$ cat src/rtl/reg_write_arb_if.sv
// Shared write-port bundle: requesters drive req/data/lock,
// the arbiter returns the one-hot grant and the bank load strobe.
interface reg_write_arb_if #(
    parameter int NUM_REQ = 2,
    parameter int WIDTH   = 16
);
    logic [NUM_REQ-1:0]       req;
    logic [NUM_REQ*WIDTH-1:0] data;
    logic [NUM_REQ-1:0]       lock;
    logic [NUM_REQ-1:0]       gnt;
    logic [WIDTH-1:0]         reg_d;
    logic                     reg_load;
    logic                     contend;

    modport master (
        output req, data, lock,
        input  gnt, reg_d, reg_load, contend
    );

    modport slave (
        input  req, data, lock,
        output gnt, reg_d, reg_load, contend
    );
endinterface

$ cat src/rtl/reg_write_arb.sv
// Round-robin arbiter for one register-bank write port.
// Define REG_ARB_LOCK_EN to enable bounded burst locking.
module reg_write_arb #(
    parameter int NUM_REQ  = 2,
    parameter int WIDTH    = 16,
    parameter int LOCK_MAX = 8
) (
    input logic            clk,
    input logic            rst,
    reg_write_arb_if.slave bus
);
    localparam int PW = $clog2(NUM_REQ);

    typedef enum logic [1:0] {
        IDLE   = 2'd0,
        GRANT  = 2'd1,
        LOCKED = 2'd2
    } state_t;

    state_t               state;
    state_t               state_nx;
    logic [PW-1:0]        ptr;
    logic [NUM_REQ-1:0]   gnt_q;
    logic [WIDTH-1:0]     d_q;
    logic                 contend_q;

    logic [WIDTH-1:0]     dw [NUM_REQ];
    logic [2*NUM_REQ-1:0] req_dbl;
    logic [NUM_REQ-1:0]   req_rot;
    logic                 arb_hit;
    logic [PW-1:0]        arb_idx;

    logic                 sel_hold;
    logic                 sel_lock;
    logic                 sel_grant;
    logic                 lock_ok;
    logic [PW-1:0]        hold_id;

    logic [NUM_REQ-1:0]   gnt_nx;
    logic [WIDTH-1:0]     d_nx;

    function automatic logic [PW-1:0] inc(input logic [PW-1:0] i);
        return (int'(i) == NUM_REQ - 1) ? '0 : i + 1'b1;
    endfunction

    for (genvar g = 0; g < NUM_REQ; g++) begin : g_data
        assign dw[g] = bus.data[g*WIDTH +: WIDTH];
    end

    // Rotate so bit 0 is the requester at ptr, then find first set.
    assign req_dbl = {bus.req, bus.req};
    assign req_rot = NUM_REQ'(req_dbl >> ptr);

    always_comb begin
        logic [PW-1:0] off;
        logic [PW:0]   sum;
        arb_hit = 1'b0;
        off     = '0;
        for (int k = NUM_REQ - 1; k >= 0; k--) begin
            if (req_rot[k]) begin
                arb_hit = 1'b1;
                off     = PW'(k);
            end
        end
        sum = {1'b0, ptr} + {1'b0, off};
        if (sum >= (PW+1)'(NUM_REQ)) begin
            sum = sum - (PW+1)'(NUM_REQ);
        end
        arb_idx = sum[PW-1:0];
    end

`ifdef REG_ARB_LOCK_EN
    logic [3:0]    lock_cnt;
    logic [PW-1:0] lock_id;
    logic          blk_vld;
    logic [PW-1:0] blk_id;
    logic          forced;
    logic          cand_vld;
    logic [PW-1:0] cand_id;

    assign forced   = (state == LOCKED) && (lock_cnt == 4'(LOCK_MAX));
    assign sel_hold = (state == LOCKED) && !forced
                      && bus.req[lock_id] && bus.lock[lock_id];
    // A burst that hit the cap may not re-lock until it loses or skips.
    assign cand_vld = forced || blk_vld;
    assign cand_id  = forced ? lock_id : blk_id;
    assign lock_ok  = bus.lock[arb_idx]
                      && !(cand_vld && (cand_id == arb_idx));
    assign hold_id  = lock_id;

    always_ff @(posedge clk) begin
        if (rst) begin
            lock_cnt <= '0;
            lock_id  <= '0;
            blk_vld  <= 1'b0;
            blk_id   <= '0;
        end else begin
            if (sel_hold) begin
                lock_cnt <= lock_cnt + 4'd1;
            end else if (sel_lock) begin
                lock_cnt <= 4'd1;
                lock_id  <= arb_idx;
            end else begin
                lock_cnt <= '0;
            end
            if (!sel_hold) begin
                blk_vld <= cand_vld && arb_hit && (cand_id == arb_idx);
                blk_id  <= cand_id;
            end
        end
    end
`else
    logic unused_lock;
    assign unused_lock = ^bus.lock;
    assign sel_hold    = 1'b0;
    assign lock_ok     = 1'b0;
    assign hold_id     = '0;
`endif

    assign sel_lock  = !sel_hold && arb_hit && lock_ok;
    assign sel_grant = !sel_hold && arb_hit && !lock_ok;

    always_ff @(posedge clk) begin
        if (rst) begin
            state     <= IDLE;
            ptr       <= '0;
            gnt_q     <= '0;
            d_q       <= '0;
            contend_q <= 1'b0;
        end else begin
            state     <= state_nx;
            gnt_q     <= gnt_nx;
            d_q       <= d_nx;
            contend_q <= ($countones(bus.req) > 1);
            if (!sel_hold && arb_hit) begin
                ptr <= inc(arb_idx);
            end
        end
    end

    always_comb begin
        state_nx = IDLE;
        unique case (1'b1)
            sel_hold:  state_nx = LOCKED;
            sel_lock:  state_nx = LOCKED;
            sel_grant: state_nx = GRANT;
            default:   state_nx = IDLE;
        endcase
    end

    always_comb begin
        gnt_nx = '0;
        d_nx   = d_q;
        if (sel_hold) begin
            gnt_nx[hold_id] = 1'b1;
            d_nx            = dw[hold_id];
        end else if (arb_hit) begin
            gnt_nx[arb_idx] = 1'b1;
            d_nx            = dw[arb_idx];
        end
    end

    assign bus.gnt      = gnt_q;
    assign bus.reg_d    = d_q;
    assign bus.reg_load = (state != IDLE);
    assign bus.contend  = contend_q;
endmodule

$ cat src/flat_wrapper.sv
// flat-port wrapper written by rule: the top's interface ports become plain ports
module reg_write_arb_flat 
#(
    parameter int NUM_REQ  = 2,
    parameter int WIDTH    = 16,
    parameter int LOCK_MAX = 8
)
  (clk, rst, bus_req, bus_data, bus_lock, bus_gnt, bus_reg_d, bus_reg_load, bus_contend);
  reg_write_arb_if #(.NUM_REQ(NUM_REQ), .WIDTH(WIDTH)) bus_i ();
  input logic clk;
  input logic rst;
  input wire logic [$bits(bus_i.req)-1:0] bus_req;
  input wire logic [$bits(bus_i.data)-1:0] bus_data;
  input wire logic [$bits(bus_i.lock)-1:0] bus_lock;
  output wire logic [$bits(bus_i.gnt)-1:0] bus_gnt;
  output wire logic [$bits(bus_i.reg_d)-1:0] bus_reg_d;
  output wire logic [$bits(bus_i.reg_load)-1:0] bus_reg_load;
  output wire logic [$bits(bus_i.contend)-1:0] bus_contend;
  assign bus_i.req = bus_req;
  assign bus_i.data = bus_data;
  assign bus_i.lock = bus_lock;
  assign bus_gnt = bus_i.gnt;
  assign bus_reg_d = bus_i.reg_d;
  assign bus_reg_load = bus_i.reg_load;
  assign bus_contend = bus_i.contend;
  reg_write_arb #(.NUM_REQ(NUM_REQ), .WIDTH(WIDTH), .LOCK_MAX(LOCK_MAX)) u_core (.clk(clk), .rst(rst), .bus(bus_i));
endmodule
$ cat config.mk
export PLATFORM = sky130hd
export DESIGN_NAME = reg_write_arb_flat
export DESIGN_NICKNAME = d
export VERILOG_FILES = /design/src/rtl/reg_write_arb_if.sv /design/src/rtl/reg_write_arb.sv /design/src/flat_wrapper.sv
export SDC_FILE = /design/constraint.sdc
export NUM_CORES = 1
export LEC_CHECK = 0
export ABC_AREA = 1
export CORE_MARGIN = 2
export CORE_UTILIZATION = 41
export DETAILED_ROUTE_END_ITERATION = 16
export HOLD_SLACK_MARGIN = 0.15
export PLACE_DENSITY = 0.94
export SLEW_MARGIN = 40
export SYNTH_ARGS = -nofsm -noshare
export SYNTH_HDL_FRONTEND = slang
export SYNTH_SLANG_ARGS = --single-unit
$ cat constraint.sdc
create_clock -name clk -period 1.5 [get_ports clk]
set_input_delay 0.225 -clock clk [delete_from_list [all_inputs] [get_ports clk]]
set_output_delay 0.225 -clock clk [all_outputs]
set_load 0.02 [all_outputs]
==> metrics.md, run 1 <==
| Metric | Value |
|---|---|
| Worst Path Arrival | `1.23 ns` |
| Cell Int Power | `approximately 900 µW` |
| Sequential Power Share | `48.4%` |
| Crit Path Category | `flop to output port` |
| Core Area | `2430 µm²` |
| Switching pwr | `roughly 370 µW` |
| Post-DP HPWL | `1.92 mm` |
| Post-synth top cells | `48 x nand3_1, 35 x inv_1, 34 x nand2_1` |
| Ys flop type | `dfxtp_1` |
| Hold Buf Count CTS | `0` |
| Inserted Clock Buffers | `3` |
| Reg-to-reg endpoint | `u_core.bus.reg_d[14]` |
| WP buf/inv | `1` |
| FF-to-FF path depth | `6` |
| Status | `completed` |
| Die width | `54.4 µm` |
| Clk pin slew, worst setup/hold paths | `0.11 ns` |
| Final wirelength | `2.58 mm` |
| 1st-iter DRT viols | `3` |
| CP startpoint kind | `flop` |
| Min Clock Period, post-route | `1.46 ns` |
| Grt total ovfl | `0` |
| Worst setup path end | `bus_reg_d[4]` |
| CP max FO | `2` |
| Final Cycle Share | `between 90% and 100%` |
| Starting Density | `42.8%` |
| Cell family with most CP delay | `buffers and inverters` |
| Critical Path Sink Type | `output port` |
| First-pass GRT wire length | `3.80 mm` |
| Total I/O pin count | `58` |
| Achievable Freq | `0.686 GHz` |
| Gpl congestion | `~0.68` |
| Clock power share | `between 10% and 20%` |
| Sequential-to-total area share from yosys stat | `40.3%` |
| Number of global-route vias before repair | `a little under 1000` |
| Max cap viols | `0` |
| Antenna diode count | `0` |
| Ys Warns | `0` |
| Synthesized area | `1040 µm²` |
| Clk buf depth | `2` |
| GRT Util Overall | `between 10% and 20%` |
| Vias/cell | `4.46` |
| Register area | `420 µm²` |
| Cell count along the critical path | `1` |
| Finished Layout Cells | `245` |
| Root Buffer | `clkbuf_4` |
| Yosys cell types | `14` |
| Setup violators final | `0` |
| Final Skew | `approximately 0.0017 ns` |
| Post-synth top area cell | `dfxtp_1` |
| Most frequent cell after synthesis | `nand3_1` |
| VDD IR max | `0.477 mV` |
| Actual slew at the worst max-slew pin | `between 0.4 and 0.5 ns` |
| CP Launch Point | `u_core.bus.reg_d[4]` |
| Net switching fraction of the power | `between 20% and 30%` |
| DR pass1 iterations | `3` |
| CTS tree | `built` |
| Hold Vio Cnt, Final | `0` |
| RSZ-0062 raised after global routing | `no` |
| Synth Instances | `~150` |
| Setup TNS | `0 ns` |
| Final slew viol count | `0` |
| Clk sinks | `21` |
| Worst path cell trace | `clkdlybuf4s50_1` |
| PwrDens | `758 nW/µm²` |
| Initial antenna violation count | `0` |
| Share of the synthesized area in the top cell type | `40.3%` |
| R2R setup slack | `roughly 0.46 ns` |
| Area contributors post-synth | `dfxtp_1 40%, nand3_1 23%, inv_1 13%, nand2_1 12%, buf_4 2.2%` |
| Max stage delay on crit path | `0.61 ns` |
| Number of enable flip-flop cells after synthesis | `0` |
| Placed insts | `241` |
| Die H | `roughly 54 µm` |
| Die ar. | `2960 µm²` |
| Vias | `1092` |
| Area of the multi-input gates | `between 400 and 500 µm²` |
| Crit-path slowest cell | `clkdlybuf4s50_1` |
| Layout cell share with drive strength beyond 1 | `7.91%` |
| Worst r2r src | `u_core.ptr` |
| Post-route DRC | `0` |
| WP data required | `between 1 and 1.5 ns` |
| Power share of the combinational group | `31.9%` |
| Area delta synth->final | `64.1%` |
| Synthesized area per cell | `approximately 6.8 µm²` |
| H-Tree Level Count | `1` |
| Placement row count | `18` |
| Worst-Skew Late Latency | `0.28 ns` |
| Largest net degree at the start of global routing | `18` |
| Leak | `1.05 nW` |
| Min-Delay Path Class | `flop to flop` |
| Post-Syn Nets | `192` |
| Per-cell routed wire length | `~11 µm` |
| Nets | `254` |
| Post-synth ARST share | `0%` |
| Antenna Nets Post-Route | `0` |
| Port Buffers | `55` |
| Fillers | `209` |
| Worst slew margin relative to its limit | `68.2%` |
| Synthesized flop and latch total | `21` |
cells in the final DEF (no fill, tap or decap), types with 2 or more instances in the layout:
master / instances
buf_4: 7
dlymetal6s2s_1: 13
nand3_1: 48
nor2_1: 3
clkbuf_4: 3
nand2_4: 2
clkdlybuf4s50_1: 41
dfxtp_1: 21
inv_1: 35
nand2_1: 34
layer usage:
metal | up-vias | share of wire (%) | wire (µm) | GRT usage, %
li1 | 596 | - | - | -
met1 | 447 | 41 | 1060 | 18.1
met2 | 45 | 47 | 1220 | 33.3
met3 | 4 | 11 | 273 | 4.64
met4 | 0 | 0.74 | 19 | 5.00
met5 | - | 0 | 0 | 0
final cells by class:
| cell class | instances | share of cell area (%) |
|---|---|---|
| well taps | 30 | 2.19 |
| clock buffers | 4 | 1.54 |
| flip-flops and latches | 21 | 24.6 |
| repair buffers | 63 | 38.3 |
| inverters | 35 | 7.68 |
| multi-input cells | 92 | 25.7 |
flip-flops by register name, summed over array words and instances, names as in the netlist:
register and flops:
u_core.bus.contend 1, u_core.bus.gnt 2, u_core.bus.reg_d 16, u_core.ptr 1, u_core.state 1
worst min path at each step:
stage,startpoint,end,slack (ns),depth (start not counted)
after floorplan,rst,u_core.bus.gnt[1],0.29,1
after global placement,u_core.bus.reg_d[14],u_core.bus.reg_d[14],0.46,2
after detailed placement,u_core.bus.reg_d[3],u_core.bus.reg_d[3],0.46,2
after CTS,u_core.bus.reg_d[10],u_core.bus.reg_d[10],0.48,2
after global routing,u_core.bus.reg_d[4],u_core.bus.reg_d[4],0.49,2
final,u_core.bus.reg_d[10],u_core.bus.reg_d[10],0.47,2
what timing repair did:
item	CTS	global route
endpoints found under the hold margin	0	0
setup buffers	0	0
gates resized for setup	1	13
endpoints found under the setup margin	1	13
power by group through the flow:
stage,clock network [mW],registers [mW],logic [mW]
after floorplan,0,0.697,0.143
after global placement,0,0.640,0.417
after detailed placement,0,0.642,0.424
after CTS,0.263,0.629,0.425
after global routing,0.284,0.632,0.451
final,0.256,0.627,0.414
cell families after synthesis:
family          after synthesis  share of synthesized area, %
compound gates                1                         0.480
flops                        21                          40.3
buf+inv                      41                          17.4
simple gates                 91                          41.8
stage by stage:
step                      instance area, µm²  setup slack (ns)  utilization [%]  total power, mW  hold slack [ns]
after detailed placement                1650            0.0194             68.0             1.07            0.462
after global routing                    1710            0.0113             70.3             1.37            0.493
after CTS                               1680            0.0117             69.0             1.32            0.480
after global placement                  1650            0.0379             68.0             1.06            0.457
final                                   1710            0.0428             70.3             1.30            0.472
after floorplan                         1040             0.536                -            0.840            0.295
(Power assumes the default switching activity.)
==> run 2: changes to the inputs <==
Settings changed: CORE_ASPECT_RATIO set to 0.5, CORE_UTILIZATION 41 to 38, PLACE_DENSITY 0.94 to 0.88.
Clock period 1.5 ns to 1.6 ns, I/O delays scaled along.
==> run 2 against run 1 <==
  * Clock skew is 0.00078 ns higher
  * Clock-buffer cell count stayed put
  * Combinational power is 6.3% lower
  * Sequential share of layout area is 0.46 points higher
  * Via count is 3.5% higher
  * Non-clock buffer count is 2 lower
  * Largest cell class unchanged
==> metrics.md, run 2 (synthesis gave the netlist of run 1 again) <==
| Metric | Value |
|---|---|
| Status | `completed` |
| Cell Int Power | `946 µW` |
| Root Buffer | `clkbuf_8` |
| Post-route DRC | `0` |
| Sequential Power Share | `roughly 45%` |
| Register area | `420 µm²` |
| Power Total | `1.32 mW` |
| Max reg flops | `16` |
| Cell count along the critical path | `1` |
| Reg-to-reg endpoint | `u_core.bus.reg_d[0]` |
| Actual slew at the worst max-slew pin | `0.503 ns` |
| Final wirelength | `2.69 mm` |
| Antenna diode count | `0` |
| Starting Density | `40.0%` |
| Gpl congestion | `0.778` |
| Hold Vio Cnt, Final | `0` |
| Layout cell share with drive strength beyond 1 | `7.04%` |
| Clk pin slew, worst setup/hold paths | `0.07 ns` |
| Clock power share | `roughly a quarter` |
| Achievable Freq | `0.686 GHz` |
| Hold Buf Count CTS | `0` |
| Dpl ws | `0.0210 ns` |
| DR pass1 iterations | `4` |
| PwrDens | `788 nW/µm²` |
| R2R setup slack | `0.47 ns` |
| Area of the multi-input gates | `440 µm²` |
| Final hold slack | `roughly 0.47 ns` |
| Fillers | `229` |
| Crit-path slowest cell | `clkdlybuf4s50_1` |
| Final Cycle Share | `approximately nine tenths` |
| Finished Cell Area | `1680 µm²` |
| CP max FO | `2` |
| Vias | `1130` |
| Final WS setup | `0.142 ns` |
| Post-DP HPWL | `2.13 mm` |
| Net switching fraction of the power | `28.6%` |
| First-pass GRT wire length | `4.20 mm` |
| Clk sinks | `21` |
| Finished Layout Cells | `250` |
| WP data required | `1.36 ns` |
| Core Area | `roughly 2600 µm²` |
| Final Skew | `0.00246 ns` |
| Area delta synth->final | `61.1%` |
| Antenna Nets Post-Route | `0` |
| Port Buffers | `55` |
| RSZ-0062 raised after global routing | `no` |
| Commonest non-fill, non-tap cell in the layout | `clkdlybuf4s50_1` |
| Switching pwr | `378 µW` |
| Worst slew margin relative to its limit | `66.4%` |
| Worst r2r src | `u_core.ptr` |
| Placed insts | `246` |
| Clk buf depth | `2` |
| Worst path cell trace | `clkdlybuf4s50_1` |
| Nets | `252` |
| Placement row count | `13` |
| VDD IR max | `0.478 mV` |
| Inserted Clock Buffers | `3` |
| WP buf/inv | `1` |
| Die width | `just under 80 µm` |
| Final slew viol count | `0` |
| Post-CTS Setup Inserts | `0` |
| Min-Delay Path Class | `flop to flop` |
| CTS tree | `built` |
| Per-cell routed wire length | `approximately 11 µm` |
| Setup violators final | `0` |
| Largest net degree at the start of global routing | `18` |
| Total I/O pin count | `58` |
| Max cap viols | `0` |
| H-Tree Level Count | `1` |
| Max stage delay on crit path | `0.62 ns` |
| Initial antenna violation count | `0` |
| Worst setup path end | `bus_reg_d[2]` |
| 1st-iter DRT viols | `32` |
| FF-to-FF path depth | `6` |
| Die ar. | `between 3000 and 4000 µm²` |
| Most frequent cells in the layout | `55 x clkdlybuf4s50_1, 48 x nand3_1, 35 x inv_1` |
| Die H | `a little over 40 µm` |
| Worst-Skew Late Latency | `0.26 ns` |
| Number of global-route vias before repair | `1010` |
| Critical Path Sink Type | `output port` |
| CP startpoint kind | `flop` |
| Setup TNS | `0 ns` |
| Leak | `0.849 nW` |
| Vias/cell | `4.52` |
| PostCTS Resize Cnt | `0` |
| Post-DP Area | `1630 µm²` |
| CP Launch Point | `u_core.bus.reg_d[2]` |
| Grt total ovfl | `0` |
| Worst Path Arrival | `approximately 1.2 ns` |
| GRT Util Overall | `between 10% and 20%` |
| Power share of the combinational group | `29.3%` |
| Cell family with most CP delay | `buffers and inverters` |
| Crit Path Category | `flop to output port` |
| Final core occ | `64.5%` |
| Min Clock Period, post-route | `1.46 ns` |
## run 2: worst min-delay path: cells and delay by family, from the launching register on
kind / cells / cell delay (ns)
DFF: 1 / 0.31
and+or+nand+nor: 2 / 0.12
## run 2: power by group through the flow
stage                     clock network (mW)  logic (mW)  registers, mW
after floorplan                            0       0.134          0.653
after global placement                     0       0.381          0.600
after detailed placement                   0       0.390          0.601
after CTS                              0.352       0.391          0.589
after global routing                   0.370       0.421          0.593
final                                  0.346       0.388          0.590
## run 2: routing by layer
metal,GRT usage [%],wire [µm],up-vias
met3,5.07,125,2
met5,0,0,-
met1,20.1,1180,510
met4,6.58,13,0
li1,-,-,592
met2,33.0,1380,26
## run 2: layout make-up
| class | instances | share of cell area (%) |
|---|---|---|
| Clock buffer | 4 | 2.68 |
| Inverter | 35 | 7.82 |
| Timing Repair Buffer | 61 | 35.5 |
| Multi-Input combinational cell | 92 | 26.2 |
| Tap cell | 37 | 2.76 |
| Sequential cell | 21 | 25.0 |
## run 2: worst min path at each step
stage	startpoint	end	slack (ns)	depth (start not counted)
floorplan	rst	u_core.bus.gnt[1]	0.31	1
global placement	u_core.bus.reg_d[15]	u_core.bus.reg_d[15]	0.46	2
detailed placement	u_core.bus.reg_d[9]	u_core.bus.reg_d[9]	0.46	2
CTS	u_core.bus.reg_d[9]	u_core.bus.reg_d[9]	0.47	2
global route	u_core.bus.reg_d[7]	u_core.bus.reg_d[7]	0.50	2
finish	u_core.bus.reg_d[3]	u_core.bus.reg_d[3]	0.47	2
==> run 3: changes to the inputs <==
Settings changed: CORE_ASPECT_RATIO 0.5 to unset.
==> run 3 against run 2 <==
  * Sequential share of layout area grew 0.17 points
  * Highest routed layer unchanged
  * Critical path depth is the same
  * Non-clock buffer count is 2 higher
  * Global-route usage rose by 0.60 points
  * Die area down 0.79%
  * Wire length is 1.1% lower
  * Flip-flop and latch count unchanged
  * Critical path type unchanged
  * Via count is essentially flat
  * Total power decreased by 6.3%
  * Cell count fell by 2.0%
  * Largest cell class unchanged
  * Utilization increased by 1.0 points
  * Clock power decreased by 25%
==> metrics.md, run 3 (synthesis gave the netlist of run 1 again) <==
| Metric | Value |
|---|---|
| Status | `completed` |
| WP data required | `1.36 ns` |
| Area of the multi-input gates | `440 µm²` |
| DR pass1 iterations | `4` |
| Vias | `1129` |
| CP startpoint kind | `flop` |
| Dpl ws | `0.0178 ns` |
| Worst path cell trace | `clkdlybuf4s50_1` |
| H-Tree Level Count | `1` |
| Layout cell share with drive strength beyond 1 | `8.37%` |
| Final Cycle Share | `95.7%` |
| Per-cell routed wire length | `10.9 µm` |
| Total I/O pin count | `58` |
| Min-Delay Path Class | `flop to flop` |
| Largest net degree at the start of global routing | `18` |
| VDD IR max | `0.708 mV` |
| Fillers | `235` |
| Crit Path Category | `flop to output port` |
| Gpl congestion | `0.786` |
| Leak | `0.854 nW` |
| Hold Buf Count CTS | `0` |
| GRT Util Overall | `18.1%` |
| Core Area | `2540 µm²` |
| Finished Layout Cells | `245` |
| PwrDens | `744 nW/µm²` |
| Clk sinks | `21` |
| Crit-path slowest cell | `clkdlybuf4s50_1` |
| Max stage delay on crit path | `0.62 ns` |
| Final Skew | `0.00802 ns` |
| CTS tree | `built` |
| First-pass GRT wire length | `approximately 4.5 mm` |
| Final core occ | `65.5%` |
| Critical Path Sink Type | `output port` |
| Final slew viol count | `0` |
| Final WS setup | `0.0692 ns` |
| Initial antenna violation count | `0` |
| Vias/cell | `4.61` |
| 1st-iter DRT viols | `26` |
| Register area | `about 420 µm²` |
| Area delta synth->final | `60.0%` |
| Die ar. | `3180 µm²` |
| Worst Path Arrival | `1.29 ns` |
| Nets | `254` |
| Placed insts | `around 240` |
| Setup TNS | `0 ns` |
| Max cap viols | `0` |
| Setup violators final | `0` |
| Post-route DRC | `0` |
| Post-DP HPWL | `2.08 mm` |
| CP max FO | `2` |
| RSZ-0062 raised after global routing | `no` |
| Root Buffer | `clkbuf_4` |
| Achievable Freq | `0.653 GHz` |
| Post-CTS Setup Inserts | `0` |
| Cell family with most CP delay | `buffers and inverters` |
| Worst-Skew Late Latency | `0.31 ns` |
| Starting Density | `41.0%` |
| Min Clock Period, post-route | `1.53 ns` |
| Final wirelength | `2.66 mm` |
| WP buf/inv | `1` |
| Actual slew at the worst max-slew pin | `just over 0.5 ns` |
| Hold Vio Cnt, Final | `0` |
| Worst slew margin relative to its limit | `65.8%` |
| Antenna Nets Post-Route | `0` |
| Placement row count | `18` |
| Inserted Clock Buffers | `3` |
| Power Total | `1.24 mW` |
| Die H | `56.4 µm` |
| Antenna diode count | `0` |
| Number of global-route vias before repair | `between 1000 and 1500` |
| Clk buf depth | `2` |
| Port Buffers | `between 50 and 60` |
| Commonest non-fill, non-tap cell in the layout | `clkdlybuf4s50_1` |
| Most frequent cells in the layout | `55 x clkdlybuf4s50_1, 48 x nand3_1, 35 x inv_1` |
| Grt total ovfl | `0` |
| Clk pin slew, worst setup/hold paths | `0.12 ns` |
| Max reg flops | `16` |
| Die width | `56.4 µm` |
| PostCTS Resize Cnt | `0` |
## run 3: cell count changes in the layout (fill, tap and decap cells not counted), sizes merged
cell,delta
clkinv,+1
clkbuf,-1
buf,+2
## run 3: worst paths after layout
| path | from | cells after the start | slack (ns) | endpoint |
|---|---|---|---|---|
| max | u_core.bus.reg_d[2] | 1 | 0.07 | bus_reg_d[2] |
| min | u_core.bus.reg_d[8] | 2 | 0.48 | u_core.bus.reg_d[8] |
| max reg2reg | u_core.ptr | 6 | 0.50 | u_core.bus.reg_d[10] |
| min reg2reg | u_core.bus.reg_d[8] | 2 | 0.48 | u_core.bus.reg_d[8] |
## run 3: power breakdown
part / switching (mW) / internal, mW / total, mW / leakage [nW]
combinational: 0.187 / 0.204 / 0.391 / 0.661
sequential: 0.0215 / 0.568 / 0.589 / 0.175
clock: 0.166 / 0.0936 / 0.260 / 0.0177
## run 3: final cells by class
cell class	instances	area share, %
clock buffer	3	1.35
clock inverter	1	0.300
inverter	35	7.88
multi-input combinational	92	26.4
sequential	21	25.2
tap	30	2.25
timing repair buffer	63	36.6
## run 3: metal layers
layer	vias up	global-route usage [%]	wire length (µm)
li1	596	-	-
met3	4	6.91	219
met1	487	21.1	1140
met4	0	6.80	33
met5	-	0	0
met2	42	29.9	1270
## run 3: per-stage QoR
stage / cell area, µm² / hold slack [ns]
floorplan: 1040 / 0.310
CTS: 1670 / 0.481
detailed placement: 1640 / 0.464
global route: 1670 / 0.499
finish: 1670 / 0.478
global placement: 1640 / 0.457
==> variant, RTL diff (config.mk and constraints of run 2) <==
`NUM_REQ` is set to 2 in 3 places; all go to 4.
--- a/src/rtl/reg_write_arb_if.sv
+++ b/src/rtl/reg_write_arb_if.sv
@@ -1,7 +1,7 @@
 // Shared write-port bundle: requesters drive req/data/lock,
 // the arbiter returns the one-hot grant and the bank load strobe.
 interface reg_write_arb_if #(
-    parameter int NUM_REQ = 2,
+    parameter int NUM_REQ = 4,
     parameter int WIDTH   = 16
 );
     logic [NUM_REQ-1:0]       req;
--- a/src/rtl/reg_write_arb.sv
+++ b/src/rtl/reg_write_arb.sv
@@ -1,7 +1,7 @@
 // Round-robin arbiter for one register-bank write port.
 // Define REG_ARB_LOCK_EN to enable bounded burst locking.
 module reg_write_arb #(
-    parameter int NUM_REQ  = 2,
+    parameter int NUM_REQ  = 4,
     parameter int WIDTH    = 16,
     parameter int LOCK_MAX = 8
 ) (
--- a/src/flat_wrapper.sv
+++ b/src/flat_wrapper.sv
@@ -1,7 +1,7 @@
 // flat-port wrapper written by rule: the top's interface ports become plain ports
 module reg_write_arb_flat 
 #(
-    parameter int NUM_REQ  = 2,
+    parameter int NUM_REQ  = 4,
     parameter int WIDTH    = 16,
     parameter int LOCK_MAX = 8
 )
Ports: changed (resized bus_data, bus_gnt, bus_lock and bus_req); port bits go from 58 to 96. No check against the original RTL was run, so the function may have changed too.
==> variant against run 2 <==
The flow now finishes with violations (negative setup slack). First-iteration DRC count grew to 2.6 times the old value. Final cell count rose by 48%. Die area rose by 47%. Synthesized area is 51% higher. Worst setup slack worse by 0.65 ns. Core utilization increased by 13 points. Sequential power rose by 76%. Synthesized cell count grew 32%. Total power grew to 5.4 times the old value. Clock skew grew 0.0012 ns. Sequential cell count is 3 higher. Final area increased by 82%. Routed wire length increased to 2.7 times the old value. Largest power group is now combinational cells. Highest routed layer unchanged.
==> variant: results (changes against run 2) <==
Placement
  – Placer Congestion: 0.934 (+20%)
  – Detailed placement HPWL: 3970 um (+86%)
  – Input/output buffers: 91 (+65%)
  – Cell Area, Placed: 0.00270 mm^2 (+65%)

Timing
  – Worst Tran Pin Value: 0.314 ns (-0.189 ns)
  – Final setup fails: 24 (+24)
  – Setup Skew: 0.00369 ns (+0.00124 ns)
  – Setup TNS Final: -9.75 ns (-9.75 ns)
  – Worst setup margin: -0.505 ns (-0.647 ns)

Route
  – Drt wl/cell: 19.7 um (+83%)
  – Via count: 2026 (+79%)
  – Initial DRC Count: 82 (+160%)
  – Pre-Repair DR Iteration Count: 5 (+1)

Global route
  – Largest net degree at the start of global routing: 17 (-1)
  – Initial antenna violation count: 0 (unchanged)
  – Vias in the first global route: 1983 (+96%)
  – Total GRT Usage: 27.2% (+9.7 points)
  – First-pass GRT wire length: 9780 um (+130%)

Layout
  – Share of cells above drive strength 1: 27.5% (+20 points)
  – Final nets: 396 (+57%)

Worst setup path
  – Crit path DAT: 2.32 ns (+1.10 ns)
  – Worst reg2reg path depth: 13 (+7)
  – Crit path largest cell delay: 0.42 ns (-0.20 ns)
  – CP top delay family: simple AND/OR/NAND/NOR gates
  – Worst-path fanout max: 12 (+10)

Power and ir drop
  – Worst VDD drop: 1270 uV (+170%)
  – Leakage: 0.00138 uW (+62%)

Synth
  – Synth area leaders: dfxtp_1 (31%), mux2i_1 (20%), nand2_1 (15%)
  – Distinct cells, synth: 20 (+6)
  – Synth cell count leaders: nand2_1 (62), nand3_1 (41), mux2i_1 (32), dfxtp_1 (24), inv_1 (7)
  – Syn nets: 282 (+47%)

Status
  – Failing checks: negative setup slack
  – Outcome: finished with violations

Clocking
  – Clock transition at the registers of the reported paths: 0.09 ns (+0.02 ns)
[variant: final cells by class]
| cell class | count | area (um^2) |
|---|---|---|
| Timing Repair Buffer | 119 | 1210 |
| Multi-Input combinational cell | 159 | 1200 |
| Fill cell | 217 | 881 |
| Sequential cell | 24 | 488 |
| Tap cell | 54 | 67.6 |
| Clock buffer | 4 | 55.1 |
| Inverter | 10 | 45.0 |
[variant: per-stage QoR]
step           instances  utilization [%]  setup slack, ns
4_1_cts              367             73.2           -0.330
6_report             370             77.7           -0.505
3_3_place_gp         360             68.6           -0.648
2_1_floorplan        203                -           -0.443
3_5_place_dp         360             68.6           -0.791
5_1_grt              370             77.7           -0.570
[variant: worst reg2reg max path, delay by kind of cell (launching register included)]
kind / cells / cell delay (ns)
flops: 1 / 0.42
compound gates: 1 / 0.17
fa+ha+maj: 1 / 0.17
xor+xnor: 1 / 0.20
buf+inv: 2 / 0.23
simple gates: 8 / 0.83
[variant: routing by layer]
metal | GRT usage, % | part of all wire (%) | vias up
li1 | - | - | 908
met1 | 31.5 | 40 | 957
met2 | 46.5 | 49 | 128
met3 | 8.87 | 8.1 | 33
met4 | 11.4 | 3.6 | 0
met5 | 0 | 0 | -
[variant: kinds of logic (layout without fill, tap and decap cells)]
group	count (synthesis)	count (layout)	share of synthesized area (%)
buf+inv	20	133	7.23
xor+xnor	1	1	0.557
flops	24	24	30.5
mux	32	32	20.3
compound gates	3	3	1.27
fa+ha+maj	5	5	4.45
simple gates	118	118	35.6
[variant: where the power goes]
| part | internal [uW] | switching [uW] |
|---|---|---|
| clock | 220 | 214 |
| sequential | 868 | 170 |
| combinational | 2690 | 2980 |
[variant: timing repair]
action,4_1_cts,5_1_grt
setup buffers,2,2
gates resized for setup,29,32
endpoints found under the setup margin,23,23
pin swaps,7,3
gates cloned,1,1
[variant: path summary, 6_finish.rpt]
check | from | end | slack, ns
max | u_core.ptr[0]$_SDFFE_PP0P_ | u_core.bus.reg_d[10]$_SDFFE_PP0P_ | -0.50
min | u_core.bus.reg_d[2]$_SDFFE_PP0P_ | u_core.bus.reg_d[2]$_SDFFE_PP0P_ | 0.46
max reg2reg | u_core.ptr[0]$_SDFFE_PP0P_ | u_core.bus.reg_d[10]$_SDFFE_PP0P_ | -0.50
min reg2reg | u_core.bus.reg_d[2]$_SDFFE_PP0P_ | u_core.bus.reg_d[2]$_SDFFE_PP0P_ | 0.46
